==> src/rtl/load_store_unit.sv <==
// load_store_unit: initiator side of a word-only data memory. Takes byte/half/word
// load and store requests over valid/ready, sequences the memory strobes, performs
// read-modify-write for sub-word stores and sign/zero extension for sub-word loads.
module load_store_unit #(
    parameter int unsigned MEMWIDTH = 32,
    parameter int unsigned ADDSIZE  = 6
) (
    input  logic                 Clock,
    input  logic                 Reset,
    input  logic                 ReqValid,
    output logic                 ReqReady,
    input  logic                 ReqWrite,
    input  logic [1:0]           ReqSize,
    input  logic                 ReqUnsigned,
    input  logic [ADDSIZE+1:0]   ReqAddr,
    input  logic [MEMWIDTH-1:0]  ReqWData,
    output logic                 RspValid,
    output logic [MEMWIDTH-1:0]  RspData,
    output logic                 RspError,
    output logic [ADDSIZE-1:0]   MemAddress,
    output logic [MEMWIDTH-1:0]  MemWriteData,
    output logic                 MemoryRead,
    output logic                 MemoryWrite,
    input  logic [MEMWIDTH-1:0]  MemReadData
);

    typedef enum logic [1:0] {
        IDLE  = 2'b00,
        READ  = 2'b01,
        DATA  = 2'b10,
        WRITE = 2'b11
    } state_t;

    state_t                state_r;
    state_t                state_next_s;
    logic                  accept_s;
    logic                  misaligned_s;
    logic                  word_store_s;
    logic                  req_write_r;
    logic [1:0]            req_size_r;
    logic                  req_unsigned_r;
    logic [1:0]            req_lane_r;
    logic [MEMWIDTH-1:0]   req_wdata_r;
    logic                  rsp_valid_r;
    logic [MEMWIDTH-1:0]   rsp_data_r;
    logic                  rsp_error_r;
    logic [ADDSIZE-1:0]    mem_address_r;
    logic [MEMWIDTH-1:0]   mem_write_data_r;

    // Halfwords must sit on even addresses, words (and size 11) on multiples of four.
    function automatic logic is_misaligned(input logic [1:0] size, input logic [1:0] lane);
        case (size)
            2'b00:   is_misaligned = 1'b0;
            2'b01:   is_misaligned = lane[0];
            default: is_misaligned = (lane != 2'b00);
        endcase
    endfunction

    // Pick the addressed lane out of a little-endian word and extend it to full width.
    function automatic logic [MEMWIDTH-1:0] load_extract(
        input logic [MEMWIDTH-1:0] word,
        input logic [1:0]          size,
        input logic [1:0]          lane,
        input logic                uns
    );
        logic [7:0]  byte_v;
        logic [15:0] half_v;
        byte_v = word[{lane, 3'b000} +: 8];
        half_v = word[{lane[1], 4'b0000} +: 16];
        case (size)
            2'b00:   load_extract = uns ? {{(MEMWIDTH-8){1'b0}}, byte_v}
                                        : {{(MEMWIDTH-8){byte_v[7]}}, byte_v};
            2'b01:   load_extract = uns ? {{(MEMWIDTH-16){1'b0}}, half_v}
                                        : {{(MEMWIDTH-16){half_v[15]}}, half_v};
            default: load_extract = word;
        endcase
    endfunction

    // Replace only the addressed lane(s) of the old word with the low bits of the store data.
    function automatic logic [MEMWIDTH-1:0] store_merge(
        input logic [MEMWIDTH-1:0] word,
        input logic [MEMWIDTH-1:0] wdata,
        input logic [1:0]          size,
        input logic [1:0]          lane
    );
        store_merge = word;
        case (size)
            2'b00:   store_merge[{lane, 3'b000} +: 8]     = wdata[7:0];
            2'b01:   store_merge[{lane[1], 4'b0000} +: 16] = wdata[15:0];
            default: store_merge = wdata;
        endcase
    endfunction

    assign accept_s     = ReqValid && (state_r == IDLE);
    assign misaligned_s = is_misaligned(ReqSize, ReqAddr[1:0]);
    assign word_store_s = ReqWrite && ReqSize[1];

    assign ReqReady     = (state_r == IDLE);
    assign MemoryRead   = (state_r == READ);
    assign MemoryWrite  = (state_r == WRITE);
    assign RspValid     = rsp_valid_r;
    assign RspData      = rsp_data_r;
    assign RspError     = rsp_error_r;
    assign MemAddress   = mem_address_r;
    assign MemWriteData = mem_write_data_r;

    // State register; reset abandons any in-flight request.
    always_ff @(posedge Clock or posedge Reset) begin
        if (Reset) begin
            state_r <= IDLE;
        end else begin
            state_r <= state_next_s;
        end
    end

    // Next-state decode: word stores go straight to WRITE, everything else reads first.
    always_comb begin
        state_next_s = state_r;
        case (state_r)
            IDLE: begin
                if (accept_s && !misaligned_s) begin
                    if (word_store_s) begin
                        state_next_s = WRITE;
                    end else begin
                        state_next_s = READ;
                    end
                end else begin
                    state_next_s = IDLE;
                end
            end
            READ:    state_next_s = DATA;
            DATA: begin
                if (req_write_r) begin
                    state_next_s = WRITE;
                end else begin
                    state_next_s = IDLE;
                end
            end
            WRITE:   state_next_s = IDLE;
            default: state_next_s = IDLE;
        endcase
    end

    // Request capture, memory address/data registers and the response registers.
    always_ff @(posedge Clock or posedge Reset) begin
        if (Reset) begin
            req_write_r      <= 1'b0;
            req_size_r       <= 2'b00;
            req_unsigned_r   <= 1'b0;
            req_lane_r       <= 2'b00;
            req_wdata_r      <= {MEMWIDTH{1'b0}};
            rsp_valid_r      <= 1'b0;
            rsp_data_r       <= {MEMWIDTH{1'b0}};
            rsp_error_r      <= 1'b0;
            mem_address_r    <= {ADDSIZE{1'b0}};
            mem_write_data_r <= {MEMWIDTH{1'b0}};
        end else begin
            rsp_valid_r <= 1'b0;
            case (state_r)
                IDLE: begin
                    if (accept_s) begin
                        if (misaligned_s) begin
                            rsp_valid_r <= 1'b1;
                            rsp_error_r <= 1'b1;
                            rsp_data_r  <= {MEMWIDTH{1'b0}};
                        end else begin
                            req_write_r    <= ReqWrite;
                            req_size_r     <= ReqSize;
                            req_unsigned_r <= ReqUnsigned;
                            req_lane_r     <= ReqAddr[1:0];
                            req_wdata_r    <= ReqWData;
                            mem_address_r  <= ReqAddr[ADDSIZE+1:2];
                            if (word_store_s) begin
                                mem_write_data_r <= ReqWData;
                            end
                        end
                    end
                end
                DATA: begin
                    if (req_write_r) begin
                        mem_write_data_r <= store_merge(MemReadData, req_wdata_r,
                                                        req_size_r, req_lane_r);
                    end else begin
                        rsp_valid_r <= 1'b1;
                        rsp_error_r <= 1'b0;
                        rsp_data_r  <= load_extract(MemReadData, req_size_r,
                                                    req_lane_r, req_unsigned_r);
                    end
                end
                WRITE: begin
                    rsp_valid_r <= 1'b1;
                    rsp_error_r <= 1'b0;
                    rsp_data_r  <= {MEMWIDTH{1'b0}};
                end
                default: begin
                    rsp_valid_r <= 1'b0;
                end
            endcase
        end
    end

endmodule
==> config.mk <==
export PLATFORM = sky130hd
export DESIGN_NAME = load_store_unit
export DESIGN_NICKNAME = d
export VERILOG_FILES = /design/src/rtl/load_store_unit.sv
export SDC_FILE = /design/constraint.sdc
export NUM_CORES = 1
export LEC_CHECK = 0
export CAP_MARGIN = 0
export CORE_MARGIN = 2
export CORE_UTILIZATION = 40
export DETAILED_ROUTE_END_ITERATION = 8
export PLACE_DENSITY_LB_ADDON = 0.2
export SETUP_SLACK_MARGIN = 0.2
export SLEW_MARGIN = 10
export SYNTH_ARGS = -nofsm -noshare
export SYNTH_HDL_FRONTEND = slang
export SYNTH_SLANG_ARGS = --single-unit
export TNS_END_PERCENT = 100
==> constraint.sdc <==
create_clock -name Clock -period 4.4 [get_ports Clock]
set_clock_uncertainty 0.2 [all_clocks]
set_input_delay 1.32 -clock Clock [delete_from_list [all_inputs] [get_ports Clock]]
set_output_delay 1.32 -clock Clock [all_outputs]
set_load 0.05 [all_outputs]
==> flow_metrics.env, run 1 <==
export IMPL_setup_tns_final_ps=0
export IMPL_ys_types=44
export IMPL_rrSetupSlack_ps=1340
export IMPL_worst_setup_path_end_kind="output pin"
export IMPL_yosys_most_used_dff="dfrtp_1"
export IMPL_powerDensity_nw_per_um2=797
export IMPL_route_vias_total=5560
export IMPL_coreArea_um2=15300
export IMPL_worstReg2RegStart="req_lane_r[0]"
export IMPL_place_inst=913
export IMPL_slew_headroom_pct=23.7
export IMPL_clkTransAtPathRegs_ps=70
export IMPL_fmax_mhz=291
export IMPL_syn_to_final_growth_pct=31.1
export IMPL_synth_avg_cell_area_um2=10.7
export IMPL_firstDrtPassIters=5
export IMPL_initial_core_util_pct=41.1
export IMPL_dp_hpwl_um=14400
export IMPL_drive_above_1_share_pct=16.9
export IMPL_min_from="MemWriteData[7]"
export IMPL_clockBufferDepth=2
export IMPL_stdcell_count=929
export IMPL_syn_inst=589
export IMPL_setup_worst_path_class="reg -> out"
export IMPL_netlist_area_leader_share_pct=44.5
export IMPL_startpoint_type="register"
export IMPL_track_usage_pct=24.5
export IMPL_die_area_um2=16800
export IMPL_wirelength_um=20200
export IMPL_clock_latency_ps=350
export IMPL_yosysSeqAreaShare_pct=44.5
export IMPL_power_mw=6.58
export IMPL_hold_depth=2
export IMPL_fin_crit_ps=3440
export IMPL_hold_ws_ps=282
export IMPL_maxCapViolCount=0
export IMPL_antenna_found_initial=0
export IMPL_ctsResizeCount=0
export IMPL_finalCritPeriodShare_pct=78.1
export IMPL_grt_pass1_wl_um=31300
export IMPL_postLayoutCoreUtil_pct=53.9
export IMPL_pre_cts_slack_ps=664
export IMPL_hold_path_end="MemWriteData[7]"
export IMPL_route_detailed_drc=0
export IMPL_synth_nets=673
export IMPL_finalHoldViolCount=0
export IMPL_setup_viol=0
export IMPL_num_fill_cells=1360
export IMPL_grt_pass1_vias=5556
export IMPL_yosys_warnings=0
export IMPL_path_max_fanout=11
export IMPL_syn_area_um2=6300
export IMPL_fin_nets=797
export IMPL_rows=45
export IMPL_arrival_ps=1920
export IMPL_dpl_cell_area_um2=7970
export IMPL_rsz0062_at_grt="false"
export IMPL_clockRootBuffer="clkbuf_16"
export IMPL_port_buffers=153
export IMPL_fin_area_um2=8260
export IMPL_r2r_cells=6
export IMPL_cts_buffers=9
export IMPL_die_width_um=129
export IMPL_synth_area_leaders="dfrtp_1 (45%), mux2_2 (14%), a221o_1 (5.1%), o21ai_0 (3.5%), a221oi_1 (3.1%)"
export IMPL_viasPerCell=5.98
export IMPL_outcome="completed"
export IMPL_antenna_cells=0
export IMPL_pin_count=154
export IMPL_cts_sinks=112
export IMPL_grt_max_degree=55
export IMPL_worst_pin_slew_ps=1140
export IMPL_ys_ff_latch=112
export IMPL_hold_path_class="reg -> reg"
export IMPL_p_leak_nw=3.33
export IMPL_die_h_um=129
export IMPL_hold_buffers=0
export IMPL_place_congestion=0.885
export IMPL_finalMaxSlewViolations=0
export IMPL_grt_overflow=0
export IMPL_synth_edf_count=0
export IMPL_fin_ws_ps=964
export IMPL_r2r_end="MemWriteData[23]"
export IMPL_synth_async_sr_flop_share_pct=100
export IMPL_cts_max_level=3
export IMPL_tritoncts="built"
export IMPL_synthTopCellsByCount="dfrtp_1 (112), mux2_2 (77), o21ai_0 (44)"
export IMPL_ir_drop_mv=0.682
export IMPL_drt_iter0_drc=510
export IMPL_synth_area_leader_cell="dfrtp_1"
export IMPL_cp_required_ps=2880
export IMPL_yosysMostFrequentCell="dfrtp_1"
export IMPL_cts_setup_buffers=0
export IMPL_ant_nets=0
export IMPL_wl_per_cell_um=21.7
layout by cell type (no fill, tap or decap), types with 3 or more instances in the layout:
master	count
nand2_1	34
nand2b_1	20
mux4_2	8
a211oi_1	3
nor2b_1	9
a221oi_1	22
o211a_1	7
o21ai_1	37
o22ai_1	8
o2bb2ai_1	16
o21ai_0	44
ha_1	5
dfrtp_1	110
nor2_1	18
nor3_1	7
clkbuf_16	9
mux2_2	77
a22o_1	16
buf_4	8
a31oi_1	8
nand3b_1	4
clkinvlp_4	3
inv_1	13
a21oi_1	18
clkdlybuf4s50_1	153
a221o_1	32
report_power, final:
group | total, mW | internal, mW | switching (mW)
clock network | 0.801 | 0.416 | 0.384
registers | 2.06 | 1.50 | 0.558
logic | 3.72 | 1.47 | 2.25
total | 6.58 | 3.38 | 3.20
sequential cells by signal, indices dropped and copies added (netlist names):
register and count:
MemAddress 6, MemWriteData 32, RspData 32, RspError 1
RspValid 1, req_lane_r 2, req_size_r 2, req_unsigned_r 1
req_wdata_r 32, req_write_r 1, state_r 2
worst max-delay path by stage:
stage	cells after the start	from	end	slack, ps
3_3_place_gp	5	ReqAddr[0]	MemWriteData[0]	710
3_5_place_dp	5	ReqAddr[0]	MemWriteData[0]	660
2_1_floorplan	1	Reset	MemAddress[0]	1520
5_1_grt	5	ReqAddr[0]	MemWriteData[0]	860
4_1_cts	2	state_r[1]	ReqReady	930
6_report	2	state_r[1]	ReqReady	960
cell type report:
| class | count | area (um2) | share of cell area [%] |
|---|---|---|---|
| Clock buffer | 12 | 256 | 3.11 |
| Timing Repair Buffer | 163 | 1630 | 19.8 |
| Clock inverter | 4 | 28.8 | 0.349 |
| Sequential cell | 112 | 2810 | 34.0 |
| Inverter | 14 | 56.3 | 0.682 |
| Tap cell | 211 | 264 | 3.20 |
| Multi-Input combinational cell | 413 | 3210 | 38.9 |
critical path, stage by stage (launching register included):
cell and delay (ps):
dfrtp_1 510, nor2_1 220, clkdlybuf4s50_1 830
layer usage:
layer	global-route usage [%]	share of wire [%]	vias to the layer above
met3	4.05	5.8	51
met2	37.3	45	237
li1	-	-	2495
met4	11.4	3.9	0
met5	0	0	-
met1	34.4	45	2777
cells by family after synthesis:
group                    synth area share (%)
flip-flops                               44.5
AO/OA/AOI/OAI                            24.7
AND/OR/NAND/NOR                          8.60
multiplexers                             16.6
adder cells (fa/ha/maj)                 0.993
buffers and inverters                    4.57
No activity file was read; power rests on OpenSTA's default activity.
==> inputs of run 2 (changes only) <==
- clock period: 4.4 -> 3.4 ns (I/O delays scaled with it)
==> run 2 against run 1 <==
- sequential cell count stayed put
- highest routed layer unchanged
- global-route usage is 0.15 points higher
- sequential power is 25% higher
- critical path depth stayed put
==> flow_metrics.env, run 2 (synthesized netlist as in run 1, its figures left out) <==
export IMPL_maxCapViolCount=0
export IMPL_worst_setup_path_end_kind="output pin"
export IMPL_cts_buffers=9
export IMPL_setup_worst_path_class="reg -> out"
export IMPL_hold_depth=2
export IMPL_die_width_um=129
export IMPL_antenna_found_initial=0
export IMPL_final_seq_area_um2=2810
export IMPL_antenna_cells=0
export IMPL_hold_path_class="reg -> reg"
export IMPL_cts_sinks=112
export IMPL_r2r_end="MemWriteData[15]"
export IMPL_wl_per_cell_um=21.7
export IMPL_multi_input_area_um2=3210
export IMPL_fin_ws_ps=267
export IMPL_rows=45
export IMPL_pre_cts_slack_ps=254
export IMPL_drt_iter0_drc=535
export IMPL_final_common_cell="clkdlybuf4s50_1"
export IMPL_p_leak_nw=3.39
export IMPL_route_vias_total=5581
export IMPL_hold_ws_ps=293
export IMPL_port_buffers=153
export IMPL_fin_crit_ps=3130
export IMPL_coreArea_um2=15300
export IMPL_grt_overflow=0
export IMPL_track_usage_pct=24.7
export IMPL_place_inst=921
export IMPL_die_area_um2=16800
export IMPL_hold_buffers=0
export IMPL_die_h_um=129
export IMPL_outcome="completed"
export IMPL_fin_nets=805
export IMPL_path_max_fanout=11
export IMPL_mostFrequentLayoutCells="clkdlybuf4s50_1 (152), dfrtp_1 (110), mux2_2 (77)"
export IMPL_firstDrtPassIters=5
export IMPL_startpoint_type="register"
export IMPL_route_detailed_drc=0
export IMPL_cts_max_level=3
export IMPL_wirelength_um=20400
export IMPL_pin_count=154
export IMPL_finalMaxSlewViolations=0
export IMPL_slew_headroom_pct=23.2
export IMPL_min_from="MemWriteData[15]"
export IMPL_cp_required_ps=2180
export IMPL_finalHoldViolCount=0
export IMPL_arrival_ps=1910
export IMPL_rsz0062_at_grt="false"
export IMPL_worstReg2RegStart="req_lane_r[1]"
export IMPL_syn_to_final_growth_pct=32.5
export IMPL_setup_tns_final_ps=0
export IMPL_clkTransAtPathRegs_ps=70
export IMPL_r2r_cells=7
export IMPL_hold_path_end="MemWriteData[15]"
export IMPL_num_fill_cells=1366
export IMPL_initial_core_util_pct=41.1
export IMPL_stdcell_count=937
export IMPL_grt_max_degree=113
export IMPL_fmax_mhz=319
export IMPL_setup_viol=0
export IMPL_finalCritPeriodShare_pct=92.1
export IMPL_ant_nets=0
export IMPL_grt_pass1_vias=5411
export IMPL_drive_above_1_share_pct=17.2
export IMPL_place_congestion=0.874
export IMPL_ir_drop_mv=0.599
export IMPL_clockBufferDepth=2
export IMPL_tritoncts="built"
export IMPL_grt_pass1_wl_um=31300
export IMPL_dp_hpwl_um=14300
export IMPL_viasPerCell=5.96
export IMPL_rrSetupSlack_ps=620
export IMPL_critPathLaunch="state_r[1]"
export IMPL_clock_latency_ps=370
export IMPL_powerDensity_nw_per_um2=1040
export IMPL_clockRootBuffer="clkbuf_16"
export IMPL_worst_pin_slew_ps=1140
## run 2: critical path: stages (launching register included)
cell             delay [ps]
dfrtp_1                 570
and2_1                  190
clkdlybuf4s50_1         800
## run 2: worst max-delay path by stage
| stage | to | slack, ps | cells past startpoint |
|---|---|---|---|
| 2_1_floorplan | MemAddress[0] | 820 | 1 |
| 3_3_place_gp | MemWriteData[15] | 350 | 6 |
| 3_5_place_dp | RspData[26] | 250 | 5 |
| 4_1_cts | ReqReady | 250 | 2 |
| 5_1_grt | MemoryWrite | 200 | 2 |
| 6_report | MemoryWrite | 270 | 2 |
## run 2: metrics by stage
step | utilization, % | cell area [um2] | total power, mW
after global routing | 54.5 | 8340 | 9.15
after detailed placement | 52.5 | 8040 | 7.55
after floorplan | - | 6300 | 5.94
final | 54.5 | 8340 | 8.67
after CTS | 54.5 | 8340 | 8.66
after global placement | 52.5 | 8040 | 7.45
## run 2: area by class of cell
type,count,area share [%]
multi-input cells,413,38.5
well taps,211,3.16
clock inverters,2,0.450
clock buffers,14,3.16
repair buffers,171,20.5
flip-flops and latches,112,33.6
inverters,14,0.675
## run 2: repair_timing
item / in CTS / in global routing
setup buffers: 0 / 0
resized for setup: 0 / 1
endpoints found under the hold margin: 0 / 0
setup endpoints to repair: 0 / 1
## run 2: metal layers
layer | part of all wire, % | track usage (%) | up-vias | routed length (um)
met5 | 0 | 0 | - | 0
li1 | - | - | 2515 | -
met4 | 3.2 | 10.9 | 0 | 649
met3 | 5.8 | 3.43 | 42 | 1190
met2 | 47 | 37.4 | 239 | 9470
met1 | 44 | 35.4 | 2785 | 9040
## run 2: report_power, final
group,switching (mW),total [mW],internal [mW]
registers,0.632,2.57,1.94
clock network,0.495,1.11,0.614
logic,3.03,4.98,1.95
